### config.mk
export PLATFORM = sky130hd
export DESIGN_NAME = mips_mc_control
export DESIGN_NICKNAME = d
export VERILOG_FILES = /design/src/rtl/mips_ctrl_pkg.sv /design/src/rtl/mips_ctrl_decode.sv /design/src/rtl/mips_mc_control.sv
export SDC_FILE = /design/constraint.sdc
export NUM_CORES = 1
export LEC_CHECK = 0
export BUFFER_PORTS_ARGS = -buffer_cell sky130_fd_sc_hd__buf_2
export CELL_PAD_IN_SITES_DETAIL_PLACEMENT = 1
export CELL_PAD_IN_SITES_GLOBAL_PLACEMENT = 1
export CORE_MARGIN = 8
export CORE_UTILIZATION = 34
export DETAILED_ROUTE_END_ITERATION = 6
export GPL_ROUTABILITY_DRIVEN = 0
export PLACE_DENSITY = 0.78
export SLEW_MARGIN = 30
export SYNTH_ARGS = -nofsm -noshare
export SYNTH_HDL_FRONTEND = slang
export SYNTH_SLANG_ARGS = --single-unit
### constraint.sdc
create_clock -name clk -period 2.2 [get_ports clk]
set_input_delay 0.11 -clock clk [delete_from_list [all_inputs] [get_ports clk]]
set_output_delay 0.11 -clock clk [all_outputs]
set_load 0.05 [all_outputs]
### src/rtl/mips_ctrl_pkg.sv
// Shared types and encodings for the multi-cycle MIPS control path.
// The state numbering is visible on state_dbg, so keep it stable.
package mips_ctrl_pkg;

   typedef enum logic [3:0] {
      StFetch   = 4'd0,
      StDecode  = 4'd1,
      StMemAddr = 4'd2,
      StMemRd   = 4'd3,
      StMemWb   = 4'd4,
      StMemWr   = 4'd5,
      StRExec   = 4'd6,
      StRWb     = 4'd7,
      StBranch  = 4'd8,
      StJump    = 4'd9,
      StIExec   = 4'd10,
      StIWb     = 4'd11
   } state_e;

   localparam logic [5:0] OpRtype = 6'b000000;
   localparam logic [5:0] OpLw    = 6'b100011;
   localparam logic [5:0] OpSw    = 6'b101011;
   localparam logic [5:0] OpBeq   = 6'b000100;
   localparam logic [5:0] OpBne   = 6'b000101;
   localparam logic [5:0] OpJ     = 6'b000010;
   localparam logic [5:0] OpAddi  = 6'b001000;
   localparam logic [5:0] OpSlti  = 6'b001010;
   localparam logic [5:0] OpAndi  = 6'b001100;
   localparam logic [5:0] OpOri   = 6'b001101;

   localparam logic [1:0] AluAdd   = 2'b00;
   localparam logic [1:0] AluSub   = 2'b01;
   localparam logic [1:0] AluFunct = 2'b10;
   localparam logic [1:0] AluImm   = 2'b11;

   localparam logic [1:0] SrcBRt    = 2'b00;
   localparam logic [1:0] SrcBFour  = 2'b01;
   localparam logic [1:0] SrcBImm   = 2'b10;
   localparam logic [1:0] SrcBImmSh = 2'b11;

   localparam logic [1:0] PcAlu    = 2'b00;
   localparam logic [1:0] PcAluOut = 2'b01;
   localparam logic [1:0] PcJump   = 2'b10;

   typedef struct packed {
      logic       mem_req;
      logic       mem_we;
      logic       iord;
      logic       ir_write;
      logic       pc_en;
      logic [1:0] pc_source;
      logic       alu_src_a;
      logic [1:0] alu_src_b;
      logic [1:0] alu_op;
      logic       reg_dst;
      logic       mem_to_reg;
      logic       reg_write;
      logic       instr_done;
      logic       illegal;
   } ctrl_t;

   function automatic logic is_legal(input logic [5:0] op);
      case (op)
         OpRtype, OpLw, OpSw, OpBeq, OpBne, OpJ,
         OpAddi, OpSlti, OpAndi, OpOri: return 1'b1;
         default:                      return 1'b0;
      endcase
   endfunction

   // Logical immediates are zero-extended; everything else sign-extends.
   function automatic logic sign_ext(input logic [5:0] op);
      return !((op == OpAndi) || (op == OpOri));
   endfunction

endpackage

### src/rtl/mips_ctrl_decode.sv
// Combinational state-to-control decode. Moore outputs except for the
// mem_ack qualification of request states and the branch condition.
module mips_ctrl_decode
   import mips_ctrl_pkg::*;
(
   input  state_e     state,
   input  logic [5:0] opcode,
   input  logic       zero,
   input  logic       mem_ack,
   output ctrl_t      ctrl
);

   always_comb begin
      ctrl = '0;
      case (state)
         StFetch: begin
            ctrl.mem_req   = 1'b1;
            ctrl.alu_src_b = SrcBFour;
            ctrl.alu_op    = AluAdd;
            ctrl.pc_source = PcAlu;
            ctrl.ir_write  = mem_ack;
            ctrl.pc_en     = mem_ack;
         end
         StDecode: begin
            // Branch target is precomputed into ALUOut here.
            ctrl.alu_src_b = SrcBImmSh;
            ctrl.alu_op    = AluAdd;
            if (!is_legal(opcode)) begin
               ctrl.illegal    = 1'b1;
               ctrl.instr_done = 1'b1;
            end
         end
         StMemAddr: begin
            ctrl.alu_src_a = 1'b1;
            ctrl.alu_src_b = SrcBImm;
            ctrl.alu_op    = AluAdd;
         end
         StMemRd: begin
            ctrl.mem_req = 1'b1;
            ctrl.iord    = 1'b1;
         end
         StMemWb: begin
            ctrl.reg_write  = 1'b1;
            ctrl.mem_to_reg = 1'b1;
            ctrl.instr_done = 1'b1;
         end
         StMemWr: begin
            ctrl.mem_req    = 1'b1;
            ctrl.iord       = 1'b1;
            ctrl.mem_we     = 1'b1;
            ctrl.instr_done = mem_ack;
         end
         StRExec: begin
            ctrl.alu_src_a = 1'b1;
            ctrl.alu_src_b = SrcBRt;
            ctrl.alu_op    = AluFunct;
         end
         StRWb: begin
            ctrl.reg_write  = 1'b1;
            ctrl.reg_dst    = 1'b1;
            ctrl.instr_done = 1'b1;
         end
         StBranch: begin
            ctrl.alu_src_a  = 1'b1;
            ctrl.alu_src_b  = SrcBRt;
            ctrl.alu_op     = AluSub;
            ctrl.pc_source  = PcAluOut;
            ctrl.pc_en      = (opcode == OpBne) ? ~zero : zero;
            ctrl.instr_done = 1'b1;
         end
         StJump: begin
            ctrl.pc_source  = PcJump;
            ctrl.pc_en      = 1'b1;
            ctrl.instr_done = 1'b1;
         end
         StIExec: begin
            ctrl.alu_src_a = 1'b1;
            ctrl.alu_src_b = SrcBImm;
            ctrl.alu_op    = AluImm;
         end
         StIWb: begin
            ctrl.reg_write  = 1'b1;
            ctrl.instr_done = 1'b1;
         end
         default: ctrl = '0;
      endcase
   end

endmodule

### src/rtl/mips_mc_control.sv
// Multi-cycle MIPS control FSM: sequences fetch through writeback over a
// shared req/ack memory port and counts retired instructions.
module mips_mc_control
   import mips_ctrl_pkg::*;
#(
   parameter int unsigned CNT_W = 32
) (
   input  logic             clk,
   input  logic             rst_n,
   input  logic [5:0]       opcode,
   input  logic [5:0]       funct,
   input  logic             zero,
   input  logic             mem_ack,
   output logic             mem_req,
   output logic             mem_we,
   output logic             iord,
   output logic             ir_write,
   output logic             pc_en,
   output logic [1:0]       pc_source,
   output logic             alu_src_a,
   output logic [1:0]       alu_src_b,
   output logic [1:0]       alu_op,
   output logic             ext_op,
   output logic             reg_dst,
   output logic             mem_to_reg,
   output logic             reg_write,
   output logic             instr_done,
   output logic             illegal,
   output logic [CNT_W-1:0] instr_count,
   output logic [3:0]       state_dbg
);

   state_e           state_q;
   logic [CNT_W-1:0] cnt_q;
   logic             ext_q;
   ctrl_t            ctrl;
   ctrl_t            ctrl_g;

   // funct is consumed by the shared ALU decoder, not here.
   logic unused_funct;
   assign unused_funct = ^funct;

   mips_ctrl_decode u_decode (
      .state   (state_q),
      .opcode  (opcode),
      .zero    (zero),
      .mem_ack (mem_ack),
      .ctrl    (ctrl)
   );

   always_ff @(posedge clk) begin
      if (!rst_n) begin
         state_q <= StFetch;
         cnt_q   <= '0;
         ext_q   <= 1'b1;
      end else begin
         if (ctrl.instr_done) cnt_q <= cnt_q + {{(CNT_W-1){1'b0}}, 1'b1};
         case (state_q)
            StFetch: if (mem_ack) state_q <= StDecode;
            StDecode: begin
               ext_q <= sign_ext(opcode);
               case (opcode)
                  OpLw, OpSw:                      state_q <= StMemAddr;
                  OpRtype:                         state_q <= StRExec;
                  OpBeq, OpBne:                    state_q <= StBranch;
                  OpJ:                             state_q <= StJump;
                  OpAddi, OpSlti, OpAndi, OpOri:   state_q <= StIExec;
                  default:                         state_q <= StFetch;
               endcase
            end
            StMemAddr: state_q <= (opcode == OpSw) ? StMemWr : StMemRd;
            StMemRd:   if (mem_ack) state_q <= StMemWb;
            StMemWr:   if (mem_ack) state_q <= StFetch;
            StRExec:   state_q <= StRWb;
            StIExec:   state_q <= StIWb;
            default:   state_q <= StFetch;
         endcase
      end
   end

   // Reset forces every control line low so an aborted instruction has no effect.
   assign ctrl_g = rst_n ? ctrl : '0;

   assign mem_req     = ctrl_g.mem_req;
   assign mem_we      = ctrl_g.mem_we;
   assign iord        = ctrl_g.iord;
   assign ir_write    = ctrl_g.ir_write;
   assign pc_en       = ctrl_g.pc_en;
   assign pc_source   = ctrl_g.pc_source;
   assign alu_src_a   = ctrl_g.alu_src_a;
   assign alu_src_b   = ctrl_g.alu_src_b;
   assign alu_op      = ctrl_g.alu_op;
   assign reg_dst     = ctrl_g.reg_dst;
   assign mem_to_reg  = ctrl_g.mem_to_reg;
   assign reg_write   = ctrl_g.reg_write;
   assign instr_done  = ctrl_g.instr_done;
   assign illegal     = ctrl_g.illegal;
   assign instr_count = rst_n ? cnt_q : '0;
   assign state_dbg   = rst_n ? state_q : 4'd0;

   // The new extension mode is already visible in DECODE, then held from the register.
   assign ext_op = (rst_n && state_q == StDecode) ? sign_ext(opcode) : ext_q;

endmodule

# Word-level counts from Yosys, hierarchy flattened
# Cells that the tools add are included.
# word_totals
ff_bits	37
input_bits	16
out_inout_bits	54
word_cells	69
# classes
add_sub_neg	1
n_eq_ne	23
n_mux	26
bitwise_logic	1
reduce_logical	15
# ops
op	n
adder 32 x 1 -> 32 bit (second input constant)	1
two-way mux 32 bit	1
case mux 4 bit (7 select lines)	1
== test 6 x 4 -> 1 bit (second input constant)	4
case mux 4 bit (6 select lines)	1
case mux 4 bit (5 select lines)	1
two-way mux 17 bit	1
== test 4 x 3 -> 1 bit (second input constant)	4
== test 4 bit (second input constant)	4
two-way mux 4 bit	4
two-way mux 1 bit	13
== test 6 x 3 -> 1 bit (second input constant)	2
== test 6 bit (second input constant)	2
OR reduction 10 bit	1
case mux 3 bit (3 select lines)	1
== test 4 x 2 -> 1 bit (second input constant)	2
OR reduction 4 bit	2
== test 6 x 2 -> 1 bit (second input constant)	1
logical NOT 6 bit	1
!= test 2 bit (second input constant)	3
OR reduction 2 bit	3
OR reduction 3 bit	2
OR reduction 5 bit	1
== test 4 x 1 -> 1 bit (second input constant)	1
other kinds (9)	9

# Logic depth before layout (Yosys ltp)
# logic_depth
word_depth	7
mapped_depth	8
depth_no_buf	5

# Modules after synthesis
# Synthesis repeated with hierarchy kept, for this count alone.
# unflattened
hier_cells	333
hier_area_um2	2583.7
# modules_own_cells
mod	instances	cells_per_inst	area_per_inst_um2
mips_mc_control	1	282	2213.4
mips_ctrl_decode	1	51	370.4

# Worst setup path before layout
# OpenSTA, ideal clock, no wires.
# synth_path
path_type	register -> output
startpoint	register state_q[1]
endpoint	output illegal
arrival_time_ps	3388
setup_slack_ps	-1298
stages_incl_launch_ff	5
n_path_buf	1
cell_sequence	dfxtp_1 -> buf_1 -> nor2b_1 -> nand3_1 -> a2111oi_0
# synth_between
elab_chain_cells	3
# synth_rtl
item	line_no	rtl
start: declaration	mips_mc_control.sv:33	state_e state_q;
start signal: assignment	mips_mc_control.sv:53	state_q <= StFetch;
start signal: assignment	mips_mc_control.sv:59	StFetch: if (mem_ack) state_q <= StDecode;
start signal: assignment	mips_mc_control.sv:63	OpLw, OpSw: state_q <= StMemAddr;
== test 4 x 1 -> 1 bit	mips_ctrl_decode.sv:15	case (state)
two-way mux 1 bit	mips_ctrl_decode.sv:15	
two-way mux 17 bit	mips_mc_control.sv:82	assign ctrl_g = rst_n ? ctrl : '0;
end: declaration	mips_mc_control.sv:28	output logic illegal,
# Every way passes these cells.

# Worst setup path after layout
# layout_path
startpoint	register state_q[1]
endpoint	register cnt_q[7]
# layout_between
elab_chain_cells	3
elab_cells_between_ends	9
# layout_rtl
item	line_no	rtl
== test 4 x 3 -> 1 bit or == test 4 bit (tied branches)	mips_ctrl_decode.sv:15	
OR reduction 5 bit (no line)	n/a	
case mux 1 bit (3 select lines) (*)	mips_ctrl_decode.sv:15	
end signal: assignment	mips_mc_control.sv:57	if (ctrl.instr_done) cnt_q <= cnt_q + {{(CNT_W-1){1'b0}}, 1'b1};
end: declaration	mips_mc_control.sv:34	logic [CNT_W-1:0] cnt_q;
# Mark *: on every way between the ends. The rest lies on a longest branch, timed or not.
# A chain may end at the register's enable or synchronous reset.

==> flow_summary.toml <==
[layout]
final_area_um2 = 3440
regArea_um2 = 742
drive_gt1_share_pct = 35.2
nNetsFinal = 422
final_common_cell = "buf_2"
mostFrequentLayoutCells = "buf_2, dfxtp_1, nor2_1, and2_1, buf_4"
antennaDiodeCount = 0
area_growth_pct = 39.2
fillers = 931
multiInputGateArea_um2 = 1830

[critical_path]
cp_max_fo = 14
crit_slowest_cell = "or4b_4"
ff2ff_setup_slack_ns = -0.1
worstPathArrival_ns = 2.49
critPathRequiredTime_ns = 2.39
crit_path_cell_trace = "or4b_4 > a2111oi_4 > nor3_4 > buf_4 > clkbuf_16 > nor2_2 > mux2_2"
worstReg2RegEnd = "cnt_q[7]"
crit_path_max_incr_delay_ns = 0.57
crit_type = "reg2reg"
r2r_start = "state_q[1]"
r2r_cells = 7
cp-start-kind = "flip-flop"
endpoint_kind = "flip-flop"

[power]
switchingPower_mw = 0.545
irDropWorstVdd_mv = 0.205
p_int_mw = 1.20
p_seq_share_pct = 39.6
power.share.clock_pct = 36.4
swShare_pct = 31.2
pwr-share-comb_pct = 24.0
powerDensity_nw_per_um2 = 508
p_leak_nw = 1.38

[route]
drc = 0
drt-vias-per-instance = 5.54
wire_per_inst_um = 18.0
drt-pass1-iter-count = 4
ant_nets = 0
wl_um = 9070
vias = 2796
drt_iter0_drc = 120

[logic_synthesis]
syn-num-nets = 346
synthSimpleGateAreaFrac_pct = 38.9
synth_seq_cells = 37
synth_top_family_by_area = "simple AND/OR/NAND/NOR gates"
syn-cell-area_um2 = 2470
synth_area_per_cell_um2 = 7.50
synthArstFlopShare_pct = 0
ys_types = 49
muxShareOfSynthArea_pct = 3.60
synthCells = 329
synth_xor_area_share_pct = 2.48
yosys_warnings = 0
ys.flop_type = "dfxtp_1"
ys_seq_area_share_pct = 30.0
synth-compound-area-share_pct = 19.4
synth-adder-area-share_pct = 0.912
synth_edf_count = 0

[placement]
dpl-instance-area_um2 = 3080
portBuffers = 63
post-place-ws_ns = -0.127
dp_hpwl_um = 6250

[grt]
grt_overflow = 0
grt_pass1_vias = 2832
antenna_found_initial = 0
grtUsageTotal_pct = 16.4
grt_max_degree = 39
grt_first_pass_wirelength_um = 13700

[clock_tree]
clk_path_buf_depth = 2
clk_transition_reported_paths_ns = 0.08
root_buffer = "clkbuf_8"
numCtsBuffers = 5
cts_max_level = 2
cts.sinks = 37
cts_tree = "built"
clk_latency_ns = 0.30

[status]
violations = "negative setup slack"
run_status = "finished with violations"

[timing]
tightest_slew_ns = 0.836
finalSetupViolations = 19
min_period_ns = 2.30
slew_headroom_pct = 43.8
rsz0062_at_grt = "yes"
maxClockFrequency_mhz = 436
min_period_over_period_pct = 104
setup_ws_ns = -0.0960
hold_viol_final = 0
whs_ns = 0.199
slew_violations = 0
skew_ns = 0.00707

[min_path]
holdPathStages = 3
hold_end = "state_q[1]"
min_path_type = "in2reg"
min_from = "mem_ack"

[flow_run]
cap_viol_max_count = 0

[die]
die-area_um2 = 10200
row_count = 31
die_y_um = 101
start_util_pct = 34.6
core_area_um2 = 7140
pin_count = 70
die_w_um = 101
state kept, by name (all words and copies together) (netlist names):
signal   count
cnt_q       32
ext_q        1
state_q      4
worst max path at each step:
stage / startpoint / to / slack [ns] / depth (start not counted)
final: state_q[1] / cnt_q[7] / -0.1 / 7
after global routing: state_q[1] / cnt_q[13] / -0.15 / 7
after CTS: state_q[1] / cnt_q[24] / -0.05 / 5
after detailed placement: state_q[1] / cnt_q[26] / -0.13 / 5
after global placement: state_q[1] / cnt_q[27] / -0.05 / 5
after floorplan: state_q[1] / cnt_q[24] / 0.03 / 6
power groups by stage:
stage / Combinational [mW] / Sequential (mW) / Clock [mW]
2_1_floorplan: 0.243 / 0.707 / 0
3_3_place_gp: 0.341 / 0.708 / 0
3_5_place_dp: 0.350 / 0.708 / 0
4_1_cts: 0.353 / 0.692 / 0.639
5_1_grt: 0.443 / 0.695 / 0.681
6_report: 0.419 / 0.692 / 0.636
layout make-up:
type / instances / share of cell area [%]
Sequential cell: 37 / 21.6
Timing Repair Buffer: 91 / 17.3
Tap cell: 99 / 3.60
Inverter: 7 / 0.764
Clock inverter: 2 / 1.09
Multi-Input combinational cell: 263 / 53.3
Clock buffer: 6 / 2.40
routing by layer:
layer  share of wire, %  global-route usage [%]  wire length, µm  vias up
met3                5.9                    3.30              536       16
li1                   -                       -                -     1355
met4                2.0                    5.15              184        0
met2                 49                    28.4             4470       72
met1                 43                    19.7             3880     1353
met5                  0                       0                0        -
synth_stat cells (all sizes together), types with 3 or more instances:
cell type  number  area [µm²]
a21o            3        22.5
a21oi          28         140
and2           31         194
and3            3        18.8
and4            3        26.3
buf             5        27.5
clkbuf         17        63.8
dfxtp          37         741
inv             6        22.5
mux2            7        78.8
nand2          21        78.8
nand2b          6        37.5
nand3          14        70.1
nand4           7        43.8
nor2           37         139
nor2b           3        18.8
nor3           13        65.1
nor3b           3        22.5
nor4            3        18.8
nor4b           4        35.0
o21ai           7        35.0
o31ai          18         135
or3             7        43.8
or4            16         120
xnor2           5        43.8
what timing repair did:
item / CTS / global route
setup buffers: 0 / 1
resized for setup: 3 / 39
endpoints found under the setup margin: 19 / 23
gates cloned: 0 / 2
hold buffers: 0 / 0
pin swaps: 2 / 14
metrics by stage:
stage / utilization [%] / power [mW] / TNS [ns] / std cells
after floorplan: - / 0.949 / 0 / 329
after global placement: 43.2 / 1.05 / -0.311 / 494
after detailed placement: 43.2 / 1.06 / -1.18 / 494
after CTS: 45.1 / 1.68 / -0.245 / 502
after global routing: 48.2 / 1.82 / -1.97 / 505
final: 48.2 / 1.75 / -0.976 / 505
worst max-delay path: cells and delay by family, from the launching register on:
family / cells / cell delay (ns)
multiplexers: 1 / 0.33
buffers and inverters: 2 / 0.33
flip-flops: 1 / 0.33
AO/OA/AOI/OAI: 1 / 0.38
AND/OR/NAND/NOR: 3 / 0.81
cell families (layout without fill, tap and decap cells):
| logic type | after synthesis | after routing |
|---|---|---|
| simple gates | 174 | 174 |
| compound gates | 72 | 72 |
| mux | 8 | 8 |
| xor+xnor | 7 | 7 |
| flops | 37 | 37 |
| fa+ha+maj | 2 | 2 |
| buf+inv | 29 | 106 |
(Power assumes the default switching activity.)
